$ cat config.mk
export PLATFORM = sky130hd
export DESIGN_NAME = fetch_buffer
export DESIGN_NICKNAME = d
export VERILOG_FILES = /design/src/rtl/fetch_buffer.sv
export SDC_FILE = /design/constraint.sdc
export NUM_CORES = 1
export LEC_CHECK = 0
export CAP_MARGIN = 5
export CELL_PAD_IN_SITES_DETAIL_PLACEMENT = 0
export CELL_PAD_IN_SITES_GLOBAL_PLACEMENT = 2
export CORE_ASPECT_RATIO = 0.9
export CORE_MARGIN = 2
export CORE_UTILIZATION = 46
export CTS_BUF_LIST = sky130_fd_sc_hd__clkbuf_8 sky130_fd_sc_hd__clkbuf_16
export DETAILED_ROUTE_END_ITERATION = 6
export PLACE_DENSITY = 0.95
export SETUP_SLACK_MARGIN = 0.4
export SYNTH_ARGS = -nofsm -noshare
export SYNTH_HDL_FRONTEND = slang
export SYNTH_SLANG_ARGS = --single-unit
export TNS_END_PERCENT = 100
$ cat constraint.sdc
create_clock -name clock_i -period 8 [get_ports clock_i]
set_input_delay 1.6 -clock clock_i [delete_from_list [all_inputs] [get_ports clock_i]]
set_output_delay 1.6 -clock clock_i [all_outputs]
set_load 0.02 [all_outputs]
$ cat src/rtl/fetch_buffer.sv
// Dual-issue fetch buffer: queues byte-swapped 64-bit fetch packets and presents the two oldest
// instructions to decode. Optional same-cycle bypass of an empty queue under FETCHBUF_BYPASS_EN.
module fetch_buffer #(
  parameter int DEPTH = 8,
  parameter int XLEN  = 32
) (
  input  logic                     clock_i,
  input  logic                     reset_i,
  input  logic                     flush_i,
  input  logic                     fetch_valid_i,
  input  logic [XLEN-1:0]          fetch_pc_i,
  input  logic [63:0]              fetch_data_i,
  output logic                     fetch_stall_o,
  input  logic [1:0]               issue_count_i,
  output logic [31:0]              inst0_o,
  output logic [XLEN-1:0]          pc0_o,
  output logic                     valid0_o,
  output logic [31:0]              inst1_o,
  output logic [XLEN-1:0]          pc1_o,
  output logic                     valid1_o,
  output logic [$clog2(DEPTH):0]   count_o
);

  localparam int PW = $clog2(DEPTH);
  localparam int CW = PW + 1;

  logic [31:0]     inst_mem [DEPTH];
  logic [XLEN-1:0] pc_mem   [DEPTH];

  logic [PW-1:0]   head_q, head_d, tail_q, tail_d, head1, tail1;
  logic [CW-1:0]   count_q, count_d, avail;
  logic [31:0]     slot0, slot1;
  logic [XLEN-1:0] slot1_pc;
  logic [1:0]      pop_req, pop;
  logic            write, bypass;

  // Memory byte a sits in [63:56]; each RISC-V word is assembled little-endian.
  assign slot0    = {fetch_data_i[39:32], fetch_data_i[47:40], fetch_data_i[55:48], fetch_data_i[63:56]};
  assign slot1    = {fetch_data_i[7:0],   fetch_data_i[15:8],  fetch_data_i[23:16], fetch_data_i[31:24]};
  assign slot1_pc = fetch_pc_i + XLEN'(4);

  assign head1 = head_q + PW'(1);
  assign tail1 = tail_q + PW'(1);

  // Stall only from registered occupancy so it never depends on this cycle's issue.
  assign fetch_stall_o = (count_q > CW'(DEPTH - 2));
  assign write         = fetch_valid_i && !fetch_stall_o && !flush_i && !reset_i;

`ifdef FETCHBUF_BYPASS_EN
  assign bypass = write && (count_q == '0);
`else
  assign bypass = 1'b0;
`endif

  assign pop_req = (issue_count_i == 2'd3) ? 2'd2 : issue_count_i;
  // A bypassed packet is enqueued at head, so it can be popped like two queued entries.
  assign avail   = bypass ? CW'(2) : count_q;

  always_comb begin
    pop = 2'd0;
    if (avail >= CW'(2))
      pop = pop_req;
    else if (avail == CW'(1))
      pop = (pop_req != 2'd0) ? 2'd1 : 2'd0;
  end

  always_comb begin
    head_d  = head_q + PW'(pop);
    tail_d  = tail_q;
    count_d = count_q - CW'(pop);
    if (write) begin
      tail_d  = tail_q + PW'(2);
      count_d = count_d + CW'(2);
    end
    if (flush_i) begin
      head_d  = '0;
      tail_d  = '0;
      count_d = '0;
    end
  end

  always_ff @(posedge clock_i) begin
    if (reset_i) begin
      head_q  <= '0;
      tail_q  <= '0;
      count_q <= '0;
    end else begin
      head_q  <= head_d;
      tail_q  <= tail_d;
      count_q <= count_d;
    end
  end

  // Storage is deliberately left unreset; the valids gate what decode sees.
  always_ff @(posedge clock_i) begin
    if (write) begin
      inst_mem[tail_q] <= slot0;
      pc_mem[tail_q]   <= fetch_pc_i;
      inst_mem[tail1]  <= slot1;
      pc_mem[tail1]    <= slot1_pc;
    end
  end

  always_comb begin
    valid0_o = bypass || (count_q >= CW'(1));
    valid1_o = bypass || (count_q >= CW'(2));
    inst0_o  = '0;
    pc0_o    = '0;
    inst1_o  = '0;
    pc1_o    = '0;
    if (bypass) begin
      inst0_o = slot0;
      pc0_o   = fetch_pc_i;
      inst1_o = slot1;
      pc1_o   = slot1_pc;
    end else begin
      if (valid0_o) begin
        inst0_o = inst_mem[head_q];
        pc0_o   = pc_mem[head_q];
      end
      if (valid1_o) begin
        inst1_o = inst_mem[head1];
        pc1_o   = pc_mem[head1];
      end
    end
  end

  assign count_o = count_q;

endmodule

# Word-level counts from Yosys, hierarchy flattened
# Memories as Yosys holds them, arrays and structs flattened. A register that Yosys moved wholly into a read port is not among the register bits.
# Index checks and enable logic that the tools add are counted.
[totals]
wordCells = 38
ramBits = 512
inputBits = 102
n_memories = 2
register_bits = 10
[memory_table]
columns = ["name", "depth", "width", "rd", "rd_ports_with_merged_regs", "write_ports", "line_no", "source"]
rows = [
  ["inst_mem", 8, 32, 2, 1, 2, "27", "logic [31:0] inst_mem [DEPTH];"],
  ["pc_mem", 8, 32, 2, 1, 2, "28", "logic [XLEN-1:0] pc_mem [DEPTH];"],
]
[op_classes]
magnitude_cmp = 3
mux = 13
reduce_logical = 8
add_sub_neg = 7
eq_ne = 2
[ops]
columns = ["cell", "n"]
rows = [
  ["$mux 32", 4],
  ["$add 32x3->32 const B", 1],
  ["$add 3x1->3 const B", 2],
  ["$mux 3", 2],
  ["$add 4x2->4 const B", 1],
  ["$eq 4x1->1 const B", 1],
  ["$ge 4x1->1 const B", 1],
  ["$ge 4x2->1 const B", 1],
  ["$gt 4x3->1 const B", 1],
  ["$mux 1", 4],
  ["$mux 2", 2],
  ["$mux 4", 1],
  ["$sub 4x2->4", 1],
  ["$add 3x2->3", 1],
  ["$add 3x2->3 const B", 1],
  ["$logic_and 1x1->1", 3],
  ["$logic_not 1->1", 3],
  ["$eq 2x2->1 const B", 1],
  ["$reduce_bool 2->1", 1],
  ["$reduce_or 2->1", 1],
]

# Logic depth before layout (Yosys ltp)
# Gate-level depths: netlist (run 1).
[logic_depth]
ltp_word = 9
ltp_mapped = 12
ltp_nobuf = 11

# Worst setup path before layout (run 1)
# No wires, ideal clock.
[synth_path]
kind = "in2reg"
from = "in flush_i"
to = "mem inst_mem[0][0] (enable)"
path_stages = 4
path_slack_ns = 2.320
arrival_time_ns = 5.179
setup_time_ns = 0.500
cell_sequence = "nor2_1 and3_1 clkbuf_1 and2_1"
[synth_rtl]
columns = ["element", "line_no", "source"]
rows = [
  ["start: declaration", "9", "input logic flush_i,"],
  ["end: declaration", "27", ""],
]

# Final worst setup path (run 1)
[layout_path]
from = "reg head_q[0]"
to = "out pc1_o[19]"
[layout_between]
elab_chain_cells = 3
[layout_rtl]
columns = ["element", "line_no", "source"]
rows = [
  ["start: declaration", "30", "logic [PW-1:0] head_q, head_d, tail_q, tail_d, head1, tail1;"],
  ["start signal: assignment", "84", "head_q <= '0;"],
  ["start signal: assignment", "88", "head_q <= head_d;"],
  ["$add 3x1->3", "42", "assign head1 = head_q + PW'(1);"],
  ["$mem_v2 8x32", "-", ""],
  ["$mux 32", "121", "if (valid1_o) begin"],
  ["end: declaration", "19", "output logic [XLEN-1:0] pc1_o,"],
]
# Every way passes these cells.

==> summary.txt, run 1 <==
Placed design
  – Gp weighted congestion: 0.760
  – DP Cell Count: 2297
  – Cell area after placement: between 20000 and 30000 sq um
  – Port bufs: around 240
  – Hpwl dp: 34700 microns
  – Pre-CTS setup slack: roughly 2600 ps

Route
  – DRT iter0 DRCs: approximately 1100
  – Drt wl/cell: 25.7 microns
  – Vias per cell: slightly above 6
  – Final wirelength: 61500 microns
  – Final ANT Viol Nets: 0
  – Initial DRT Pass Iterations: 5
  – DR vias: between 10000 and 15000
  – Detailed-route DRC error count: 0

Synthesis
  – Share of the synthesized area in the top cell type: between 60 and 70%
  – Post-Synth XOR/XNOR Area: under 10%
  – Main combinational cell family by area after synthesis: multiplexers
  – Post-synth cell types: 33
  – Ys Warns: 0
  – Yosys reg bits: ~510
  – Register area share after synthesis: around 63%
  – Synth Area in Adders: less than 1%
  – Mapped Area: approximately 24000 sq um
  – Syn_nets: between 1500 and 2000
  – Simple-Gate Fraction of Synth Area: between 4 and 5%
  – Mapped Cells: 1455
  – Area leader, netlist: edfxtp_1
  – Synth Area in Compound Gates: roughly 3.9%
  – Mean post-synth cell area: about 17 sq um
  – Top cells by area, synth: edfxtp_1 (62%), mux2i_1 (13%), mux4_2 (12%), a22oi_1 (3.8%), and3_1 (1.6%)
  – Multiplexer share of the synthesized area: roughly a quarter

Power
  – Power Density: roughly 300 nW/um^2
  – Pwr Total: about 8.9 mW
  – Leak: about 8.9 nW
  – VDD IR max: roughly 0.00024 V

Clock network
  – Max clock buf depth: 3
  – Root buffer cell: clkbuf_16
  – CTS tree: yes
  – Clk_lat worst skew: 600 ps
  – H-tree depth: 2
  – # hold bufs at CTS: 0
  – Total CTS buffers: 53
  – Sink Count: around 510
  – # Post-CTS Setup Buffers: 0
  – CTS-repair resized insts: 0
  – Worst-path clk slew: ~60 ps

Global route
  – Vias in the first global route: roughly 15000
  – Total track usage: between 20% and 30%
  – First-pass GRT wire length: approximately 90000 microns
  – Grt ovf: 0
  – Largest net degree at the start of global routing: 85
  – Initial antenna violation count: 1

Die
  – Initial Utilization: 46.8%
  – Die Span Y: between 200 and 250 microns
  – Die area: around 55000 sq um
  – CORE AREA: just over 50000 sq um
  – Die width: roughly 250 microns
  – Num rows: about 80
  – Ports: 237

Hold path
  – Hold path endpoint: tail_q[2]$_SDFFE_PP0N_
  – Min-Delay Path Class: flip-flop to flip-flop
  – Worst Hold Launch: tail_q[2]$_SDFFE_PP0N_
  – Worst Hold Depth: 2

Timing
  – Measured slew at the worst slew-check pin: around 1200 ps
  – Fin. Hold Viols: 0
  – Final setup viols: 0
  – Final hold slack: around 500 ps
  – RSZ-0062 raised after global routing: no
  – Final period utilization: between 70% and 80%
  – Rel. slew slack: between 20% and 30%
  – Setup_tns: 0 ps
  – Clock period minus worst slack: slightly above 6000 ps
  – Clock Skew: ~8.5 ps
  – Maximum clock frequency: ~0.17 GHz
  – Post-route setup slack: approximately 2000 ps
  – Max Slew Vio Count: 0

Setup path
  – Critical path startpoint: head_q[0]$_SDFF_PP0_
  – Kind of critical path: flip-flop to output pin
  – Worst reg2reg endpoint: count_o[3]$_SDFF_PP0_
  – Worst Setup Start Kind: flip-flop
  – Maximum fanout along the worst path: 60
  – Worst EP required: 6400 ps
  – Critical register-to-register path startpoint: count_o[1]$_SDFF_PP0_
  – Crit. End Element: output pin
  – Worst R2R Setup Slack: ~4300 ps
  – Arrival @ worst endpoint: roughly 4400 ps
  – FF-to-FF path depth: 11

Final layout
  – Non-Filler Instances: 2393
  – Number of antenna diodes: 0
  – Ratio of cells with drive above 1 in the final layout: between 10% and 20%
  – P&R area growth vs syn: 19.3%
  – Finished Core Util: ~56%
  – # nets final: approximately 1800
  – Final Cell Area: between 20000 and 30000 sq um
  – FILL cells: approximately 4200

Run status
  – Status: completed

Job
  – Total of max-cap violations: 0
==> Yosys cell counts, drive strengths merged <==
cell type  count
nand4          9
fa             2
and4           1
xnor3          1
clkbuf        54
xnor2         19
nor2          75
or3            2
and3          65
nand2         16
nor3b          1
edfxtp       504
nor3          11
inv           12
mux2i        310
dfxtp          9
o21ai          3
a31oi          1
xor2          13
mux4         128
a22oi        124
or4            1
buf           50
nand3         15
and2          14
ha            10
nor4           5
==> layout by cell type (no fill, tap or decap), types with 3 or more instances in the layout <==
master           count
buf_12               5
nand3_1             15
clkbuf_16           54
ha_1                 9
dfxtp_1              6
dfxtp_4              3
clkdlybuf4s50_1    236
nor3_1              11
xnor2_1             19
and3_1              64
and2_4               6
a22oi_1            124
nand4_1              8
nor2_1              72
mux4_2             128
mux2i_1            310
and2_1               8
buf_4               17
nor4_1               4
clkinvlp_4           3
xor2_1              13
clkinv_2            10
nor2_4               3
o21ai_0              3
nand2_1             16
edfxtp_1           504
inv_1               19
clkinv_1            16
==> layer usage <==
metal / up-vias / global-route usage [%] / share of wire [%]
li1: 6343 / - / -
met2: 570 / 37.9 / 50
met3: 90 / 3.82 / 7.3
met1: 7525 / 29.4 / 41
met4: 2 / 5.79 / 1.9
met5: - / 0 / 0.021
==> cells by family (layout without fill, tap and decap cells) <==
family	count (synthesis)	count (layout)
fa+ha+maj	12	12
buf+inv	116	366
xor+xnor	33	33
mux	438	438
simple gates	215	215
compound gates	128	128
flops	513	513
==> flip-flops by register name, summed over array words and instances (netlist names) <==
signal and count:
head_q 3, pc_mem 248, tail_q 2, inst_mem 256
count_o 4
==> how the worst max path moves through the flow <==
stage / end / slack (ps) / cells after the start
after detailed placement: pc1_o[19] / 2570 / 6
final: pc1_o[19] / 1970 / 6
after floorplan: inst_mem[0][0]$_DFFE_PP_ / 2320 / 4
after global routing: pc1_o[16] / 1760 / 6
after CTS: pc1_o[19] / 1920 / 6
after global placement: pc1_o[19] / 2640 / 6
==> worst max-delay path, cell delays in order, from the launching register on <==
cell and delay, ps:
dfxtp_4 940, ha_4 960, buf_4 580, mux2i_1 160
a22oi_1 220, and3_1 240, clkdlybuf4s50_1 630
==> power by group <==
part	leakage, nW	internal (mW)	switching, mW
registers	4.63	3.03	0.0875
clock network	0.821	1.29	1.01
logic	3.50	1.55	1.92
total	8.94	5.87	3.02
==> area by class of cell <==
cell class	instances	area [sq um]	area share, %
clock buffer	54	1350	4.66
clock inverter	42	273	0.940
inverter	12	45.0	0.155
multi-input combinational	826	8580	29.6
sequential	513	15300	52.8
tap	688	861	2.97
timing repair buffer	258	2590	8.92
No activity file was read; power rests on OpenSTA's default activity.
==> inputs of run 2 (changes only) <==
- CORE_UTILIZATION: 46 -> 43
- PLACE_DENSITY: 0.95 -> 0.92
- clock period: 8 -> 6.2 ns (I/O delays scaled with it)
==> summary.txt, run 2 (synthesis results as in run 1) <==
Setup path
  – Worst Setup Start Kind: flip-flop
  – Crit path cell chain: ha_4, xor2_1, and2_4, a22oi_1, and3_1, clkdlybuf4s50_1
  – Kind of critical path: flip-flop to output pin
  – Maximum fanout along the worst path: a little over 60
  – Max stage delay on crit path: 950 ps
  – Worst EP required: about 5000 ps
  – Crit. End Element: output pin
  – CP max stage cell: and2_4
  – Arrival @ worst endpoint: between 4000 and 5000 ps

Job
  – Total of max-cap violations: 0

Placed design
  – DP Cell Count: around 2400
  – Gp weighted congestion: 0.769
  – Port bufs: ~240
  – Cell area after placement: approximately 28000 sq um
  – Hpwl dp: 36800 microns

Power
  – VDD IR max: ~0.00029 V
  – Power Density: approximately 390 nW/um^2
  – Pwr Total: ~11 mW
  – Leak: approximately 9 nW

Global route
  – Vias in the first global route: 15200
  – First-pass GRT wire length: roughly 92000 microns
  – Total track usage: a little over a fifth
  – Largest net degree at the start of global routing: 67
  – Initial antenna violation count: 1
  – Grt ovf: 0

Clock network
  – H-tree depth: 2
  – CTS-repair resized insts: 0
  – CTS tree: yes
  – Max clock buf depth: 3
  – Worst-path clk slew: about 60 ps
  – Sink Count: approximately 510
  – Total CTS buffers: between 50 and 60
  – # Post-CTS Setup Buffers: 0
  – # hold bufs at CTS: 0
  – Clk_lat worst skew: 610 ps
  – Root buffer cell: clkbuf_16

Timing
  – Rel. slew slack: 27.3%
  – Fin. Hold Viols: 0
  – Clock Skew: 22.4 ps
  – Final period utilization: between 80% and 90%
  – Measured slew at the worst slew-check pin: between 1000 and 1500 ps
  – Clock period minus worst slack: approximately 5300 ps
  – Max Slew Vio Count: 0
  – Final setup viols: 0
  – Setup_tns: 0 ps
  – RSZ-0062 raised after global routing: no
  – Final hold slack: ~500 ps
  – Maximum clock frequency: around 0.19 GHz

Route
  – Final ANT Viol Nets: 0
  – Initial DRT Pass Iterations: 5
  – DRT iter0 DRCs: 1163
  – Final wirelength: 62800 microns
  – DR vias: 14600
  – Vias per cell: roughly 6
  – Detailed-route DRC error count: 0
  – Drt wl/cell: between 20 and 30 microns

Final layout
  – Max reg flops: between 200 and 300
  – FILL cells: around 4600
  – Most frequent cells in the layout: edfxtp_1 (504), mux2i_1 (310), clkdlybuf4s50_1 (236)
  – Register with the most flip-flops: inst_mem
  – Most common cell after layout, fill and taps aside: edfxtp_1
  – Ratio of cells with drive above 1 in the final layout: 14.5%
  – Number of antenna diodes: 0
  – P&R area growth vs syn: 19.9%
  – Final Cell Area: roughly 29000 sq um
  – Non-Filler Instances: approximately 2500
  – # nets final: 1782

Run status
  – Status: completed

Die
  – Ports: between 200 and 250
  – Die width: 255 microns
  – Die area: a little under 60000 sq um
  – Num rows: between 80 and 90
  – Die Span Y: 230 microns
  – Initial Utilization: a little over two fifths
  – CORE AREA: about 56000 sq um

Hold path
  – Min-Delay Path Class: flip-flop to flip-flop
==> run 2: final cells by class <==
cell class | instances | area (sq um) | area share (%)
Sequential cell | 513 | 15300 | 52.5
Tap cell | 756 | 946 | 3.24
Timing Repair Buffer | 263 | 2690 | 9.22
Clock buffer | 53 | 1330 | 4.54
Inverter | 12 | 45.0 | 0.154
Multi-Input combinational cell | 826 | 8590 | 29.4
Clock inverter | 42 | 263 | 0.900
==> run 2: metal layers <==
layer	GRT usage (%)	vias up	share of wire, %
li1	-	6351	-
met3	3.09	102	6.6
met1	27.9	7566	41
met2	36.3	555	50
met5	0	-	0.019
met4	5.85	2	2.0
==> run 2: path summary, 6_finish.rpt <==
path	depth (start not counted)	startpoint	slack, ps	to
max	6	head_q[0]$_SDFF_PP0_	900	pc1_o[20]
min	2	tail_q[2]$_SDFFE_PP0N_	510	tail_q[2]$_SDFFE_PP0N_
max reg2reg	10	count_o[1]$_SDFF_PP0_	2790	count_o[3]$_SDFF_PP0_
min reg2reg	2	tail_q[2]$_SDFFE_PP0N_	510	tail_q[2]$_SDFFE_PP0N_
==> run 2: metrics by stage <==
stage	setup WS, ps	util (%)
floorplan	880	-
global placement	1560	49.4
detailed placement	1530	49.4
CTS	865	52.3
global route	704	52.3
finish	896	52.3
==> run 2: power by group <==
part	internal (mW)	switching (mW)
registers	3.91	0.0974
logic	2.05	2.51
clock network	1.66	1.27
total	7.62	3.88
==> run 2: worst max-delay path: cells and delay by family, from the launching register on <==
family / cells / cell delay (ps)
xor+xnor: 1 / 440
fa+ha+maj: 1 / 240
buf+inv: 1 / 550
flops: 1 / 810
compound gates: 1 / 160
simple gates: 2 / 1230
